===== config.mk =====
export PLATFORM = sky130hd
export DESIGN_NAME = tiny_dnn_ctrl
export DESIGN_NICKNAME = d
export VERILOG_FILES = /design/src/rtl/tiny_dnn_pkg.sv /design/src/rtl/tiny_dnn_dly.sv /design/src/rtl/tiny_dnn_ctrl.sv
export SDC_FILE = /design/constraint.sdc
export NUM_CORES = 1
export LEC_CHECK = 0
export BUFFER_PORTS_ARGS = -buffer_cell sky130_fd_sc_hd__buf_2
export CORE_ASPECT_RATIO = 1.2
export CORE_MARGIN = 8
export CORE_UTILIZATION = 35
export DETAILED_ROUTE_END_ITERATION = 10
export GPL_TIMING_DRIVEN = 0
export PLACE_DENSITY = 0.65
export SLEW_MARGIN = 10
export SYNTH_ARGS = -nofsm -noshare
export SYNTH_HDL_FRONTEND = slang
export SYNTH_SLANG_ARGS = --single-unit
export TNS_END_PERCENT = 5

===== constraint.sdc =====
create_clock -name clk -period 3.3 [get_ports clk]
set_input_delay 0.66 -clock clk [delete_from_list [all_inputs] [get_ports clk]]
set_output_delay 0.66 -clock clk [all_outputs]
set_load 0.02 [all_outputs]

===== src/rtl/tiny_dnn_pkg.sv =====
// Shared constants, FSM state encoding and the delay-line tag for the tiny DNN issue controller.
package tiny_dnn_pkg;
  localparam int F_SIZE = 1024;
  localparam int ADDR_W = $clog2(F_SIZE);
  localparam int CNT_W  = 16;
  localparam int DLY_N  = 2;

  typedef enum logic [2:0] {
    IDLE,
    INIT,
    EXEC,
    BIAS,
    DRAIN
  } state_e;

  // cmp marks the final strobe of a sample; par is the issue parity in that cycle
  typedef struct packed {
    logic cmp;
    logic par;
  } tag_t;
endpackage


===== src/rtl/tiny_dnn_dly.sv =====
// N-stage registered delay line carrying issue parity and completion tag; latency N cycles,
// no backpressure (shifts every cycle), every stage exposed on taps_o.
module tiny_dnn_dly #(
  parameter int N = 2,
  parameter int W = 2
) (
  input  logic                clk,
  input  logic                reset,
  input  logic [W-1:0]        dat_i,
  output logic [W-1:0]        dat_o,
  output logic [N-1:0][W-1:0] taps_o
);
  logic [N-1:0][W-1:0] stg_q;

  always_ff @(posedge clk) begin
    if (reset) begin
      stg_q <= '0;
    end else begin
      stg_q[0] <= dat_i;
      for (int i = 1; i < N; i++) stg_q[i] <= stg_q[i-1];
    end
  end

  assign dat_o  = stg_q[N-1];
  assign taps_o = stg_q;
endmodule


===== src/rtl/tiny_dnn_ctrl.sv =====
// Issue/readout controller for a double-banked DNN accumulator core; strobes are combinational from state,
// results retire 3 cycles after the last strobe, issue stalls while the target bank is unread. Option: TINY_DNN_CTRL_BIAS_EN.
module tiny_dnn_ctrl
  import tiny_dnn_pkg::*;
(
  input  logic              clk,
  input  logic              reset,
  input  logic              start,
  input  logic [ADDR_W-1:0] in_size,
  input  logic [CNT_W-1:0]  n_samples,
  output logic              busy,
  output logic              done,
  output logic              init,
  output logic              exec,
  output logic              bias,
  output logic [ADDR_W-1:0] ra,
  output logic              sum_ip,
  output logic              sum_op,
  output logic              out_valid,
  input  logic              out_ready,
  output logic [CNT_W-1:0]  out_idx
);
  state_e            state_q, state_d;
  logic [ADDR_W-1:0] size_q, size_d, ra_q, ra_d;
  logic [CNT_W-1:0]  rem_q, rem_d, out_idx_q, out_idx_d;
  logic              par_q, par_d, rd_ptr_q, rd_ptr_d, done_q, done_d;
  logic [1:0]        bank_vld_q, bank_vld_d;
  logic              init_s, exec_s, bias_s, smp_end, run_ld, accept;
  logic              stall, inflight_same, inflight_any;
  tag_t              dly_in, dly_out;
  tag_t [DLY_N-1:0]  dly_taps;

  tiny_dnn_dly #(.N(DLY_N), .W($bits(tag_t))) u_dly (
    .clk   (clk),
    .reset (reset),
    .dat_i (dly_in),
    .dat_o (dly_out),
    .taps_o(dly_taps)
  );

  // A same-parity tag still in flight means that bank is about to fill; treat it as occupied.
  always_comb begin
    inflight_same = 1'b0;
    inflight_any  = 1'b0;
    for (int i = 0; i < DLY_N; i++) begin
      if (dly_taps[i].cmp) begin
        inflight_any = 1'b1;
        if (dly_taps[i].par == par_q) inflight_same = 1'b1;
      end
    end
  end

  assign stall = bank_vld_q[par_q] || inflight_same;

  always_comb begin
    state_d = state_q;
    size_d  = size_q;
    ra_d    = ra_q;
    rem_d   = rem_q;
    par_d   = par_q;
    done_d  = 1'b0;
    run_ld  = 1'b0;
    init_s  = 1'b0;
    exec_s  = 1'b0;
    bias_s  = 1'b0;
    smp_end = 1'b0;
    case (state_q)
      IDLE: begin
        if (start) begin
          if (n_samples == '0) begin
            done_d = 1'b1;
          end else begin
            state_d = INIT;
            size_d  = in_size;
            rem_d   = n_samples;
            par_d   = 1'b0;
            run_ld  = 1'b1;
          end
        end
      end
      INIT: begin
        if (!stall) begin
          init_s = 1'b1;
          ra_d   = '0;
          if (size_q != '0) state_d = EXEC;
`ifdef TINY_DNN_CTRL_BIAS_EN
          else state_d = BIAS;
`else
          else smp_end = 1'b1;
`endif
        end
      end
      EXEC: begin
        exec_s = 1'b1;
        ra_d   = ra_q + ADDR_W'(1);
        if (ra_q == size_q - ADDR_W'(1)) begin
`ifdef TINY_DNN_CTRL_BIAS_EN
          state_d = BIAS;
`else
          smp_end = 1'b1;
`endif
        end
      end
`ifdef TINY_DNN_CTRL_BIAS_EN
      BIAS: begin
        bias_s  = 1'b1;
        smp_end = 1'b1;
      end
`endif
      DRAIN: begin
        if (!inflight_any && bank_vld_q == 2'b00) begin
          done_d  = 1'b1;
          state_d = IDLE;
        end
      end
      default: state_d = IDLE;
    endcase
    if (smp_end) begin
      par_d   = ~par_q;
      rem_d   = rem_q - CNT_W'(1);
      state_d = (rem_q == CNT_W'(1)) ? DRAIN : INIT;
    end
  end

  assign dly_in = '{cmp: smp_end, par: par_q};

  // Completion is applied after acceptance so a same-bank set wins.
  always_comb begin
    accept     = bank_vld_q[rd_ptr_q] && out_ready;
    bank_vld_d = bank_vld_q;
    rd_ptr_d   = rd_ptr_q;
    out_idx_d  = out_idx_q;
    if (run_ld) begin
      rd_ptr_d  = 1'b0;
      out_idx_d = '0;
    end
    if (accept) begin
      bank_vld_d[rd_ptr_q] = 1'b0;
      rd_ptr_d             = ~rd_ptr_q;
      out_idx_d            = out_idx_q + CNT_W'(1);
    end
    if (dly_out.cmp) bank_vld_d[dly_out.par] = 1'b1;
  end

  always_ff @(posedge clk) begin
    if (reset) begin
      state_q    <= IDLE;
      size_q     <= '0;
      ra_q       <= '0;
      rem_q      <= '0;
      par_q      <= 1'b0;
      rd_ptr_q   <= 1'b0;
      bank_vld_q <= '0;
      out_idx_q  <= '0;
      done_q     <= 1'b0;
    end else begin
      state_q    <= state_d;
      size_q     <= size_d;
      ra_q       <= ra_d;
      rem_q      <= rem_d;
      par_q      <= par_d;
      rd_ptr_q   <= rd_ptr_d;
      bank_vld_q <= bank_vld_d;
      out_idx_q  <= out_idx_d;
      done_q     <= done_d;
    end
  end

  assign busy      = (state_q != IDLE);
  assign done      = done_q;
  assign init      = init_s;
  assign exec      = exec_s;
  assign bias      = bias_s;
  assign ra        = exec_s ? ra_q : '0;
  assign sum_ip    = dly_out.par;
  assign sum_op    = rd_ptr_q;
  assign out_valid = bank_vld_q[rd_ptr_q];
  assign out_idx   = out_idx_q;
endmodule

# Word level (Yosys, flattened, before mapping)

Cells that the tools add are included.

Register bits after elaboration: 64
Bits of input ports: 30
Word-level logic and storage cells: 113

Mux-type cells: 53
$add $sub $neg: 4
Eq/ne operators: 15
Bitwise gates (word level): 6
Reductions and logical operators: 19
$lt $le $gt $ge: 5

Operators by type and width:

| cell                    | number |
|---|---|
| $mux W16                | 6 |
| $mux W1                 | 30 |
| $mux W3                 | 7 |
| $mux W10                | 2 |
| $pmux W10 S2            | 1 |
| $add A16 B1 Y16 const B | 1 |
| $eq A16 B1 Y1 const B   | 1 |
| $logic_not A16 Y1       | 1 |
| $sub A16 B1 Y16 const B | 1 |
| $ne A3 B3 Y1 const B    | 5 |
| $pmux W3 S4             | 1 |
| $add A10 B1 Y10 const B | 1 |
| $eq A10 B10 Y1          | 1 |
| $reduce_bool A10 Y1     | 1 |
| $sub A10 B1 Y10 const B | 1 |
| $reduce_bool A2 Y1      | 4 |
| $lt A1 B2 Y1 const B    | 3 |
| $ne A2 B2 Y1 const B    | 3 |
| $reduce_and A3 Y1       | 2 |
| $reduce_and A6 Y1       | 1 |
| $logic_and A1 B1 Y1     | 4 |
| $mux W2                 | 2 |
| $pmux W1 S2             | 2 |
| $eq A3 B1 Y1 const B    | 1 |
| 15 further kinds        | 20 |

# Depth between registers and ports, before layout

Word-level depth: 10
Gate-level depth with buffers: 12
Mapped depth without buffers: 9

# Hierarchy

Synthesis repeated with hierarchy kept, for this count alone.

Cell total of the unflattened synthesis: 479
Area total of the unflattened synthesis: 3667.3 µm²

Modules (own cells, without submodules):

| module        | sequential area each (µm²) | area an instance (µm²) | cells each | instances |
|---|---|---|---|---|
| tiny_dnn_ctrl | 1201.2                     | 3547.2                 | 469        | 1 |
| tiny_dnn_dly  | 80.1                       | 120.1                  | 10         | 1 |

# Worst setup path after synthesis

No wires, ideal clock.

Path kind: register -> register
Start point: reg size_q[0]
End point: reg rem_q[8]
Library setup time: 74 ps
Cell stages (with the launch flop): 10
Arrival time: 2399 ps
Slack: 826 ps
Cell sequence: dfxtp_1 inv_1 ha_1 buf_4 or4b_1 or4_4 nor4_4 a31oi_2 or3_1 a31oi_1

Cells in the longest elaborated chain, start to end: 6
Elaborated cells between the ends (all ways): 12

RTL lines:

| element                                                                    | RTL line                                 | RTL |
|---|---|---|
| from (decl)                                                                | tiny_dnn_ctrl.sv:24                      | `logic [ADDR_W-1:0] size_q, size_d, ra_q, ra_d;` |
| from (signal assigned)                                                     | tiny_dnn_ctrl.sv:158                     | `size_q <= size_d;` |
| $sub A10 B1 Y10 / $reduce_bool A10 Y1 (equally long branches)              | tiny_dnn_ctrl.sv:96, tiny_dnn_ctrl.sv:85 |  |
| $eq A10 B10 Y1 / $mux W1 (equally long branches)                           | tiny_dnn_ctrl.sv:96, tiny_dnn_ctrl.sv:85 |  |
| $mux W1, on equally long branches                                          | tiny_dnn_ctrl.sv:96, tiny_dnn_ctrl.sv:82 |  |
| $pmux W1 S2 *                                                              | tiny_dnn_ctrl.sv:67                      | `case (state_q)` |
| $ne A2 B2 Y1 (no source line) / $reduce_bool A2 Y1 (equally long branches) | --                                       |  |
| $reduce_and A3 Y1 (no source line)                                         | --                                       |  |
| to (signal assigned)                                                       | tiny_dnn_ctrl.sv:160                     | `rem_q <= rem_d;` |
| to (decl)                                                                  | tiny_dnn_ctrl.sv:25                      | `logic [CNT_W-1:0] rem_q, rem_d, out_idx_q, out_idx_d;` |

Every way passes the cells marked *; elsewhere a longest branch is shown, timed or not.
A chain may end at the register's enable or synchronous reset.

# Final worst setup path

Start point: in n_samples[0]
End point: reg rem_q[9]

Cells in the longest elaborated chain, start to end: 3

RTL lines:

| element                            | RTL line            | RTL |
|---|---|---|
| from (decl)                        | tiny_dnn_ctrl.sv:10 | `input logic [CNT_W-1:0] n_samples,` |
| $logic_not A16 Y1                  | tiny_dnn_ctrl.sv:70 | `if (n_samples == '0) begin` |
| $ne A2 B2 Y1 (no source line)      | --                  |  |
| $reduce_and A3 Y1 (no source line) | --                  |  |

Every way passes these cells.

==> results.toml <==
[run_status]
outcome = "complete, no violations"

[route]
detail_route.vias_per_cell = 5.53
avgRoutedWirePerCell_um = 15.8
post-route-drc-count = 0
detail_route.iter0.violations = 222
routed_wirelength_um = 10600
route.top_layer_used = "met4"
detailroute.wirelength.met3_um = 666
wl_met1_um = 4760
met2WireLength_um = 4990
dr.pass1.iters = 7
vias = 3713
postRouteAntennaNets = 0

[job]
max-cap-violations = 0

[clocking]
clk_latency_ns = 0.33
cts_resized = 0
tritoncts_clock_tree = "yes"
ctsLongestPathBuffers = 2
hold_buffers = 0
clock-sinks = 64
inserted_clock_buffers = 9
clock-root-buffer = "clkbuf_16"
postCtsSetupRepairBufs = 0
clock_tree.htree_level_count = 3
cts.reportedPaths.clkPinSlew_ns = 0.06

[synth]
synth_nets = 503
yosys-mux-area-fraction_pct = 1.46
ys_seq_elements = 64
yosys_warnings = 0
synth.yosys.seq_area_share_pct = 35.5
synth-edff-count = 0
synthXorXnorAreaFrac_pct = 3.40
async_reset_ff_share_pct = 0
postSynthCellCount = 468
synthDistinctLibCells = 67
synth_simple_gate_area_share_pct = 33.3
synth.cell_area_um2 = 3610
synth_compound_gate_area_share_pct = 20.5
synth-adder-area-share_pct = 1.73
synth_top_family_by_area = "simple AND/OR/NAND/NOR gates"
synthFlopType = "dfxtp_1"
syn_area_per_cell_um2 = 7.72

[grt]
gr-total-overflow = 0
antenna_found_initial = 0
vias_in_the_first_global_route = 3628
grt_usage_pct = 15.3
pin_count_of_the_biggest_net_entering_global_routing = 13
wire_length_of_the_first_global_routing_pass_um = 17400

[power_and_ir_drop]
internal-power_mw = 1.88
sw_frac_of_total_pct = 33.6
totalPowerFinal_mw = 2.83
vdd_ir_drop_max_uv = 288
p_seq_share_pct = 32.8
power_leakage_nw = 1.81
power.density_cell_area_nw_per_um2 = 641
comb_power_share_pct = 28.5
power.switching_mw = 0.951
clock_power_share_pct = 38.7

[critical_path]
worst-path-max-fanout = 10
critPathSlowestCell = "clkbuf_1"
setup.worst_path.start_class = "input port"
critical_path.endpoint_type = "register"
timing.critical_path.required_ns = 3.55
timing.critical_path.arrival_ns = 3.18
crit_path_max_incr_delay_ns = 0.53
depth_of_the_worst_register_to_register_path = 9
crit_path_cell_trace = "buf_2 > nor4_1 > nand4_1 > nand3_1 > clkbuf_1 > clkbuf_1 > o311ai_0 > a21oi_1"
worstSetupPathType = "in2reg"
crit_path_frequent_cell = "clkbuf_1"

[placement]
gp_congestion = 0.839
port-buffer-count = 62
dp_hpwl_um = 7820
dpl.cell_count = 656

[finish]
finish.net_count = 576
final-instance-count-excl-fill = 672
drive_above_1_share_pct = 19.2
syn_to_final_growth_pct = 22.5
antenna_cell_count = 0

[sta]
fin_setup_tns_ns = 0
final_hold_viol_count = 0
maxSlewViolCount = 0
final.period_utilization_pct = 88.7
max-slew-margin-rel_pct = 51.2
unrepaired_setup_endpoints_after_global_routing = "false"
finalSetupViolations = 0
timing.clock.skew_ns = 0.00743
fmax_ghz = 0.342
worst_slew_pin_slew_ns = 0.731
timing.final.crit_period_ns = 2.93

[floorplanning]
floorplan.initialDensity_pct = 36.1
core_area_um2 = 10000
std_cell_rows = 40
ios = 64
die_height_um = 127
die_boundary_width_um = 109
overall_die_area_um2 = 13800

[worst_hold_path]
timing.hold.worst_path_depth = 1
hp-class = "reg2reg"
[worst max-delay path: cells and delay by family]
| family | cells | cell delay [ns] |
|---|---|---|
| AO/OA/AOI/OAI | 2 | 0.42 |
| buffers and inverters | 3 | 1.03 |
| AND/OR/NAND/NOR | 3 | 1.06 |
[registers in the layout, indices dropped and copies added, names as in the netlist]
register / count
u_dly.dat_o: 2
bank_vld_q: 2
state_q: 3
u_dly.taps_o: 2
ra_q: 10
done: 1
par_q: 1
out_idx: 16
size_q: 10
rem_q: 16
sum_op: 1
[cell families (layout without fill, tap and decap cells)]
family	Yosys count	in the layout
fa+ha+maj	5	5
xor+xnor	14	14
compound gates	114	114
flops	64	64
simple gates	232	232
other cells	1	1
buf+inv	33	111
mux	5	5
[through the flow]
step / cell area, um2 / setup WS [ns] / utilization [%] / hold slack, ns
floorplan: 3610 / 0.826 / - / 0.433
global placement: 4080 / 0.175 / 40.8 / 0.451
detailed placement: 4080 / 0.0959 / 40.8 / 0.466
CTS: 4420 / 0.424 / 44.2 / 0.473
global route: 4420 / 0.242 / 44.2 / 0.500
finish: 4420 / 0.373 / 44.2 / 0.477
[power by group through the flow]
| stage | Combinational, mW | Clock (mW) | Sequential (mW) |
|---|---|---|---|
| finish | 0.807 | 1.10 | 0.930 |
| CTS | 0.802 | 1.11 | 0.927 |
| global placement | 0.779 | 0 | 0.940 |
| detailed placement | 0.795 | 0 | 0.943 |
| floorplan | 0.600 | 0 | 0.924 |
| global route | 0.895 | 1.14 | 0.941 |
[synth_stat cells (2+ instances only)]
cell	instances	share of area [%]
nand3b_1	6	1.2
nand4_1	4	0.69
nand2b_1	6	1.0
mux2_2	2	0.62
clkbuf_1	15	1.6
mux2i_1	3	0.83
a211oi_1	2	0.42
a22oi_1	3	0.62
a31oi_1	11	1.9
o21ai_0	16	2.2
a31oi_2	2	0.69
dfxtp_1	64	35
o211ai_1	7	1.5
and3_1	12	2.1
nand3_1	25	3.5
nor3_1	13	1.8
o31ai_1	2	0.42
o211a_1	2	0.55
nor2b_1	5	0.87
buf_4	3	0.62
a31o_2	2	0.49
nor2_1	47	4.9
or2_1	2	0.35
nor2_2	2	0.35
xor2_1	7	1.7
xnor2_1	7	1.7
or3_1	10	1.7
nor3b_1	3	0.62
a311oi_1	6	1.5
and2_1	12	2.1
ha_1	5	1.7
inv_1	11	1.1
a21oi_1	45	6.2
or2_2	4	0.69
nor4_1	11	1.9
a2bb2oi_1	3	0.73
nand2_1	58	6.0
[path summary, 6_finish.rpt]
kind,startpoint,to,slack (ns)
worst min-delay path,rem_q[11]$_SDFFE_PP0P_,rem_q[11]$_SDFFE_PP0P_,0.48
worst min register to register,rem_q[11]$_SDFFE_PP0P_,rem_q[11]$_SDFFE_PP0P_,0.48
worst max-delay path,n_samples[0],rem_q[9]$_SDFFE_PP0P_,0.37
worst max register to register,size_q[0]$_SDFFE_PP0P_,rem_q[8]$_SDFFE_PP0P_,0.56
[routing by layer]
layer / vias to the layer above / track usage [%]
met4: 0 / 5.49
met3: 13 / 3.87
met2: 110 / 25.2
li1: 1846 / -
met5: - / 0
met1: 1744 / 18.6
[layout by cell type, fill, tap and decap left out, types with 10 or more instances in the layout]
cell type and instances:
dfxtp_1 64, buf_2 63, nand2_1 58, nor2_1 47, a21oi_1 45, nand3_1 25, o21ai_0 16, clkbuf_1 15
nor3_1 13, and2_1 12, and3_1 12, inv_1 11, a31oi_1 11, nor4_1 11, or3_1 10
[layout make-up]
cell class                      count  area [um2]
Inverter                           12        45.0
Tap cell                          126         158
Multi-Input combinational cell    371        2190
Sequential cell                    64        1280
Fill cell                        1023        5590
Buffer                             21        98.8
Timing Repair Buffer               62         310
Clock buffer                        9         225
Clock inverter                      7         120
Power figures use the tool's default switching activity.
